==> src/rtl/wos_pkg.sv <==
// rtl/wos_pkg.sv - shared types and width helpers for the weighted-order-statistics filter blocks
package wos_pkg;

    // Control states of the bit-serial rank-select unit.
    typedef enum logic [1:0] {
        ST_IDLE = 2'd0,
        ST_SCAN = 2'd1,
        ST_DONE = 2'd2
    } wos_state_e;

    // Bits needed to hold a population count of an n-bit mask (values 0..n).
    function automatic int rank_w(input int n);
        return $clog2(n + 1);
    endfunction

    // Bits needed to address one bit of an n-bit mask (values 0..n-1).
    function automatic int idx_w(input int n);
        return $clog2(n);
    endfunction

endpackage

==> src/rtl/kth_bit_select.sv <==
// rtl/kth_bit_select.sv - bit-serial select of the k-th set bit of a threshold mask
module kth_bit_select
    import wos_pkg::*;
#(
    parameter int N      = 7,
    parameter int RANK_W = rank_w(N),
    parameter int IDX_W  = idx_w(N)
) (
    input  logic              clk,
    input  logic              rst,
    input  logic              in_valid,
    output logic              in_ready,
    input  logic [N-1:0]      in_mask,
    input  logic [RANK_W-1:0] in_rank,
    output logic              out_valid,
    input  logic              out_ready,
    output logic [IDX_W-1:0]  out_idx,
    output logic              out_found,
    output logic [RANK_W-1:0] out_count
);

    localparam logic [IDX_W-1:0] LAST_PTR = IDX_W'(N - 1);

    wos_state_e state_q, state_d;

    logic [N-1:0]      mask_q,  mask_d;
    logic [RANK_W-1:0] rank_q,  rank_d;
    logic [RANK_W-1:0] count_q, count_d;
    logic              found_q, found_d;
    logic [IDX_W-1:0]  idx_q,   idx_d;
    logic [IDX_W-1:0]  ptr_q,   ptr_d;

    logic [IDX_W-1:0]  out_idx_q,   out_idx_d;
    logic              out_found_q, out_found_d;
    logic [RANK_W-1:0] out_count_q, out_count_d;

    logic accept;
    logic bit_set;
    logic hit;
    logic last_bit;

    // State register.
    always_ff @(posedge clk) begin
        if (rst) begin
            state_q <= ST_IDLE;
        end else begin
            state_q <= state_d;
        end
    end

    // Next-state logic: accept in IDLE, scan N bits, wait for the consumer in DONE.
    always_comb begin
        state_d = state_q;
        case (state_q)
            ST_IDLE: if (accept)    state_d = ST_SCAN;
            ST_SCAN: if (last_bit)  state_d = ST_DONE;
            ST_DONE: if (out_ready) state_d = ST_IDLE;
            default:                state_d = ST_IDLE;
        endcase
    end

    // Output decode: handshake flags come straight from the state register.
    always_comb begin
        in_ready  = (state_q == ST_IDLE) && !rst;
        out_valid = (state_q == ST_DONE);
        out_idx   = out_idx_q;
        out_found = out_found_q;
        out_count = out_count_q;
    end

    assign accept   = in_valid && in_ready;
    assign last_bit = (ptr_q == LAST_PTR);
    assign bit_set  = mask_q[ptr_q];
    // The extra MSB keeps count+1 from wrapping when count already equals N.
    assign hit      = bit_set && !found_q &&
                      (({1'b0, count_q} + (RANK_W + 1)'(1)) == {1'b0, rank_q});

    // Datapath next values: one counter, one pointer, one comparator.
    always_comb begin
        mask_d      = mask_q;
        rank_d      = rank_q;
        count_d     = count_q;
        found_d     = found_q;
        idx_d       = idx_q;
        ptr_d       = ptr_q;
        out_idx_d   = out_idx_q;
        out_found_d = out_found_q;
        out_count_d = out_count_q;
        case (state_q)
            ST_IDLE: begin
                if (accept) begin
                    mask_d  = in_mask;
                    rank_d  = in_rank;
                    count_d = '0;
                    found_d = 1'b0;
                    idx_d   = '0;
                    ptr_d   = '0;
                end
            end
            ST_SCAN: begin
                if (bit_set) begin
                    count_d = count_q + RANK_W'(1);
                end
                if (hit) begin
                    found_d = 1'b1;
                    idx_d   = ptr_q;
                end
                if (last_bit) begin
                    ptr_d       = '0;
                    out_idx_d   = idx_d;
                    out_found_d = found_d;
                    out_count_d = count_d;
                end else begin
                    ptr_d = ptr_q + IDX_W'(1);
                end
            end
            default: begin
            end
        endcase
    end

    // Datapath and result registers; reset discards any in-flight request.
    always_ff @(posedge clk) begin
        if (rst) begin
            mask_q      <= '0;
            rank_q      <= '0;
            count_q     <= '0;
            found_q     <= 1'b0;
            idx_q       <= '0;
            ptr_q       <= '0;
            out_idx_q   <= '0;
            out_found_q <= 1'b0;
            out_count_q <= '0;
        end else begin
            mask_q      <= mask_d;
            rank_q      <= rank_d;
            count_q     <= count_d;
            found_q     <= found_d;
            idx_q       <= idx_d;
            ptr_q       <= ptr_d;
            out_idx_q   <= out_idx_d;
            out_found_q <= out_found_d;
            out_count_q <= out_count_d;
        end
    end

endmodule

==> config.mk <==
export PLATFORM = sky130hd
export DESIGN_NAME = kth_bit_select
export DESIGN_NICKNAME = d
export VERILOG_FILES = /design/src/rtl/wos_pkg.sv /design/src/rtl/kth_bit_select.sv
export SDC_FILE = /design/constraint.sdc
export NUM_CORES = 1
export LEC_CHECK = 0
export ABC_CLOCK_PERIOD_IN_PS = 2600
export CORE_MARGIN = 3
export CORE_UTILIZATION = 60
export CTS_CLUSTER_DIAMETER = 150
export DETAILED_ROUTE_END_ITERATION = 12
export DONT_BUFFER_PORTS = 1
export GPL_ROUTABILITY_DRIVEN = 0
export PLACE_DENSITY = 0.81
export SYNTH_ARGS = -nofsm -noshare
export SYNTH_HDL_FRONTEND = slang
export SYNTH_SLANG_ARGS = --single-unit
==> constraint.sdc <==
create_clock -name clk -period 2.6 [get_ports clk]
set_input_delay 0.52 -clock clk [delete_from_list [all_inputs] [get_ports clk]]
set_output_delay 0.52 -clock clk [all_outputs]
set_load 0.03 [all_outputs]
==> results of run 1 <==
[placed cells by master, fill, tap and decap left out, drive strengths merged, types with 3 or more instances in the layout]
cell	count
nand2b	15
nor3	3
nand3b	4
nand2	17
nor2	19
o21ai	17
clkbuf	7
a211oi	5
xor2	3
or3	3
nor2b	3
mux2i	3
a21oi	10
dfxtp	29
buf	3
o221ai	3
[per-layer routing]
layer / wire [um] / global-route usage / vias to the layer above
met3: 186 / 0.101 / 5
met4: 50 / 0.104 / 0
met5: 0 / 0 / -
met2: 1350 / 0.386 / 35
met1: 1220 / 0.266 / 537
li1: - / - / 579
[registers in the layout (all words and copies together), names as in the netlist]
name and flops:
out_count 3, state_q 2, out_idx 3, idx_q 3, ptr_q 3, count_q 3
out_found 1, rank_q 3, mask_q 7, found_q 1
[cell usage after synthesis]
cell type and number:
nor4b_1 1, buf_2 2, clkbuf_1 6, ha_1 1, a211oi_2 3, a211oi_1 2
a21oi_1 10, a311oi_1 1, nand2_1 16, and2b_1 2, xnor2_1 1, mux2i_1 3
a31oi_1 1, a32oi_1 1, nand3_1 2, o221ai_1 3, or2b_1 1, buf_6 1
nand3b_1 4, xnor2_2 1, nand4_1 1, o211ai_1 1, or3_1 3, nand2_2 1
nand2b_1 15, o311a_1 1, nor2_1 19, xor2_1 3, dfxtp_1 29, o211ai_2 1
o21ai_0 17, a22oi_2 1, nor2b_1 3, a2111oi_0 1, or2_1 1, or2_2 1
nor3_1 2, buf_1 1, nor3_2 1, or4_4 1
[through the flow]
stage | instance area (um^2) | setup slack (ns) | utilization
floorplan | 1400 | 0.488 | -
global placement | 1420 | 0.663 | 0.680
detailed placement | 1420 | 0.578 | 0.680
CTS | 1470 | 0.569 | 0.707
global route | 1470 | 0.420 | 0.707
finish | 1470 | 0.583 | 0.707
[worst min-delay path by stage]
stage                          from  cells after the start  slack [ns]          to
after floorplan           mask_q[0]                      2        0.45   mask_q[0]
after global placement    mask_q[1]                      2        0.46   mask_q[1]
after detailed placement  mask_q[0]                      2        0.47   mask_q[0]
after CTS                       rst                      1        0.24  state_q[1]
after global routing            rst                      1        0.22    ptr_q[2]
final                           rst                      1        0.26  out_idx[2]
[cell type report]
class                      count  area [um^2]  share of cell area
clock buffer                   7         55.1              0.0374
sequential                    29          581               0.395
tap                           27         33.8              0.0230
timing repair buffer           3         22.5              0.0153
multi-input combinational    126          779               0.530
[report_power, final]
| part | internal (W) | switching, W | total (W) |
|---|---|---|---|
| registers | 0.000459 | 0.0000162 | 0.000475 |
| logic | 0.0000345 | 0.0000443 | 0.0000788 |
| clock network | 0.000127 | 0.000142 | 0.000270 |
| total | 0.000621 | 0.000203 | 0.000823 |
[cells by family after synthesis]
| kind of cell | synth area share |
|---|---|
| simple gates | 0.279 |
| mux | 0.0214 |
| flops | 0.414 |
| fa+ha+maj | 0.00893 |
| buf+inv | 0.0339 |
| xor+xnor | 0.0366 |
| compound gates | 0.206 |
==> run_results.csv, run 1 <==
group,metric,value,unit
status,outcome,"complete, no violations",
worst_setup_path,r2r-start,"count_q[0]",
worst_setup_path,arrival,2.27,ns
placed_design,place_hpwl,1990,um
clock_network,cts_hold_buffers,0,
sta,grt_setup_unrepaired,"no",
worst_setup_path,slowest_stage,"or4_4",
pwr,ir_drop,0.409,mV
worst_hold_path,worstHoldPathType,"in2reg",
global_route,grt_start_max_net_pins,35,
sta,finalCritPeriodShare,0.776,
finish,nets,180,
detailed_routing,drtIter0Drc,23,
synth,ys_ff_latch,29,
detailed_routing,drt_pre_antenna_iters,4,
worst_setup_path,path_max_fanout,6,
sta,fin_skew,0.00832,ns
sta,final-max-slew-violation-count,0,
detailed_routing,vias_per_cell,6.02,
finish,synthToLayoutAreaGrowth,5.00,%
worst_setup_path,path_depth,5,
worst_setup_path,r2r_slack,0.58,ns
pwr,total_power,0.000823,W
clock_network,clk_latency,0.32,ns
synth,synth_top_area_frac,0.414,
job,drv_cap,0,
detailed_routing,final_antenna_net_count,0,
sta,setup_violations,0,
worst_setup_path,r2r_cells,5,
clock_network,cts.clk_slew.worst_paths,0.08,ns
sta,hold_viol,0,
synth,yosysTopAreaCell,"dfxtp_1",
clock_network,cts_buffers,5,
worst_setup_path,cp_slowest_stage_delay,0.54,ns
detailed_routing,avgRoutedWirePerCell,14.6,um
global_route,grt-ovfl-total,0,
sta,holdWs,0.261,ns
synth,syn-num-nets,180,
finish,drive_gt1_frac,0.121,
worst_setup_path,cp-endpoint,"out_idx[2]",
detailed_routing,drt-total-wl,2810,um
synth,ys_warn_count,0,
clock_network,clock_path_buffers,2,
clock_network,tritoncts,"yes",
synth,syn-instance-count,165,
clock_network,cts-resized-gates,0,
sta,max_slew_margin,0.570,
global_route,grt_pass1_vias,1135,
clock_network,clock_sinks,29,
floorplan,placementRows,16,
detailed_routing,vias,1156,
floorplan,core,2080,um^2
finish,antenna_cells,0,
worst_setup_path,criticalPathCategory,"reg2reg",
sta,tns,0,ns
synth,synth.avg_cell_area,8.49,um^2
worst_setup_path,worstPathRequired,2.85,ns
placed_design,port_buffers,0,
synth,synth_cell_type_count,40,
sta,worst_slew_pin_slew,0.642,ns
sta,min_period,2.02,ns
worst_setup_path,r2r_end,"out_idx[2]",
global_route,grtUsageTotal,0.236,
synth,synth.area.top_cells,"dfxtp_1, nand2b_1, o21ai_0, nor2_1, nand2_1",
sta,fmaxAchievable,0.496,GHz
clock_network,cts_setup_buffers,0,
placed_design,dp.cells,185,
global_route,antenna_found_initial,0,
synth,syn_area,1400,um^2
worst_setup_path,crit_family,"simple AND/OR/NAND/NOR gates",
worst_setup_path,end_kind,"register",
finish,n_fill_cell,187,
worst_setup_path,crit_path_cell_trace,"ha_1 -> xor2_1 -> or4_4 -> or2_1 -> a211oi_2",
synth,seq_area_frac_synth,0.414,
worst_setup_path,crit_buf_inv,0,
floorplan,io_pins,23,
pwr,leakage,0.494,nW
floorplan,die_w,54.3,um
floorplan,dieArea,2950,um^2
pwr,powerDensity,560,nW/um^2
floorplan,dieHeight,54.3,um
floorplan,start_util,0.673,
clock_network,htreeDepth,2,
finish,stdcell_count,192,
detailed_routing,drc,0,
clock_network,clockRootBuffer,"clkbuf_4",
worst_setup_path,cp-start-kind,"register",
global_route,grt_pass1_wl,4890,um
worst_setup_path,critPathLaunch,"count_q[0]",
(Power assumes the default switching activity.)
==> run 2, diff against run 1 <==
--- a/config.mk
+++ b/config.mk
@@ -5,7 +5,7 @@
 export SDC_FILE = /design/constraint.sdc
 export NUM_CORES = 1
 export LEC_CHECK = 0
-export ABC_CLOCK_PERIOD_IN_PS = 2600
+export ABC_CLOCK_PERIOD_IN_PS = 2000
 export CORE_MARGIN = 3
 export CORE_UTILIZATION = 60
 export CTS_CLUSTER_DIAMETER = 150
==> constraint.sdc (replaced) <==
create_clock -name clk -period 2 [get_ports clk]
set_input_delay 0.4 -clock clk [delete_from_list [all_inputs] [get_ports clk]]
set_output_delay 0.4 -clock clk [all_outputs]
set_load 0.03 [all_outputs]
==> run 2 against run 1 <==
Against the previous run:
- power rose by 31%
- final area rose by 1.8%
- first-iteration DRC count rose by 4.3%
- clock-buffer cell count did not move
==> run_results.csv, run 2 (same netlist as run 1, synthesis figures left out) <==
group,metric,value,unit
worst_setup_path,cp-start-kind,"register",
worst_setup_path,crit_buf_inv,0,
floorplan,die_w,54.3,um
worst_setup_path,r2r_slack,0.08,ns
clock_network,cts_buffers,5,
worst_setup_path,criticalPathCategory,"reg2reg",
sta,final-max-slew-violation-count,0,
finish,nets,183,
floorplan,dieHeight,54.3,um
sta,min_period,1.92,ns
placed_design,dp.cells,188,
worst_setup_path,end_kind,"register",
detailed_routing,drtIter0Drc,24,
finish,largest_reg_flops,7,
sta,fmaxAchievable,0.520,GHz
clock_network,clock_sinks,29,
detailed_routing,final_antenna_net_count,0,
sta,setup_violations,0,
floorplan,placementRows,16,
clock_network,clock_path_buffers,2,
status,outcome,"complete, no violations",
global_route,grtUsageTotal,0.231,
global_route,grt_pass1_vias,1180,
finish,layout_common_cells,"dfxtp_1, nor2_1, o21ai_0, nand2_1, nand2b_1",
global_route,grt_start_max_net_pins,35,
clock_network,cts.clk_slew.worst_paths,0.09,ns
finish,regMostFlops,"mask_q",
clock_network,htreeDepth,2,
sta,finalCritPeriodShare,0.962,
sta,max_slew_margin,0.581,
global_route,grt-ovfl-total,0,
worst_setup_path,path_depth,5,
floorplan,io_pins,23,
finish,synthToLayoutAreaGrowth,6.88,%
placed_design,place_hpwl,1960,um
detailed_routing,vias,1178,
global_route,grt_pass1_wl,4910,um
pwr,leakage,0.512,nW
floorplan,core,2080,um^2
clock_network,clockRootBuffer,"clkbuf_4",
worst_setup_path,cp_slowest_stage_delay,0.55,ns
detailed_routing,vias_per_cell,6.04,
sta,hold_viol,0,
worst_setup_path,slowest_stage,"or4_4",
worst_setup_path,crit_path_cell_trace,"ha_1 -> xor2_1 -> or4_4 -> or2_4 -> a211oi_2",
sta,worst_slew_pin_slew,0.627,ns
finish,layout_commonest_cell,"dfxtp_1",
worst_setup_path,arrival,2.17,ns
sta,tns,0,ns
finish,stdcell_count,195,
clock_network,tritoncts,"yes",
floorplan,dieArea,2950,um^2
finish,drive_gt1_frac,0.149,
pwr,ir_drop,0.630,mV
worst_hold_path,worstHoldPathType,"in2reg",
finish,n_fill_cell,173,
detailed_routing,drc,0,
worst_setup_path,crit_family,"simple AND/OR/NAND/NOR gates",
placed_design,port_buffers,0,
finish,antenna_cells,0,
floorplan,start_util,0.673,
sta,fin_skew,0.0113,ns
detailed_routing,drt_pre_antenna_iters,5,
detailed_routing,drt-total-wl,2760,um
global_route,antenna_found_initial,0,
worst_setup_path,r2r_cells,5,
worst_hold_path,min_path_cells,1,
detailed_routing,avgRoutedWirePerCell,14.1,um
pwr,powerDensity,721,nW/um^2
sta,grt_setup_unrepaired,"no",
worst_setup_path,path_max_fanout,6,
clock_network,clk_latency,0.32,ns
job,drv_cap,0,
worst_setup_path,worstPathRequired,2.25,ns
==> run 2: cell count changes in the layout (fill, tap and decap cells not counted), sizes merged <==
cell	before	now
buf	3	6
==> run 2: where the power goes <==
group,total [W],internal (W),leakage [nW],switching [W]
sequential,0.000613,0.000597,0.236,0.0000159
clock,0.000355,0.000166,0.0314,0.000189
combinational,0.000112,0.0000484,0.244,0.0000636
==> run 2: routing by layer <==
layer / vias to the layer above / global-route usage / routed length (um) / part of all wire
met3: 5 / 0.0599 / 171 / 0.062
met2: 37 / 0.376 / 1270 / 0.46
met4: 0 / 0.133 / 47 / 0.017
met5: - / 0 / 0 / 0
li1: 584 / - / - / -
met1: 552 / 0.273 / 1270 / 0.46
==> run 2: final cells by class <==
type                    count  area, um^2  area share
repair buffers              6        45.0      0.0301
clock buffers               7        55.1      0.0368
flip-flops and latches     29         582       0.388
multi-input cells         126         782       0.522
well taps                  27        33.8      0.0226
==> run 2: stage by stage <==
stage	instance area (um^2)	worst slack [ns]	power, W	util	hold WS, ns
2_1_floorplan	1400	0.0933	0.000717	-	0.449
5_1_grt	1500	0.00324	0.00113	0.719	0.108
4_1_cts	1500	0.0624	0.00108	0.719	0.120
3_3_place_gp	1440	0.107	0.000731	0.691	0.461
6_report	1500	0.0759	0.00108	0.719	0.132
3_5_place_dp	1440	0.00805	0.000736	0.691	0.467
==> run 2: worst register-to-register path, cell delays in order (launching register included) <==
cell      delay [ns]
dfxtp_2         0.34
ha_1            0.31
xor2_1          0.16
or4_4           0.55
or2_4           0.29
a211oi_2        0.20
==> run 2: final timing paths <==
check	from	endpoint
worst max-delay path	count_q[1]	out_found
worst min-delay path	rst	ptr_q[0]
worst max register to register	count_q[1]	out_found
worst min register to register	mask_q[3]	mask_q[3]
==> run 2: timing repair <==
action                                  CTS  global route
endpoints found under the setup margin    1             1
buffers inserted                          0             0
hold buffers                              0             0
gates resized for setup                   1             1
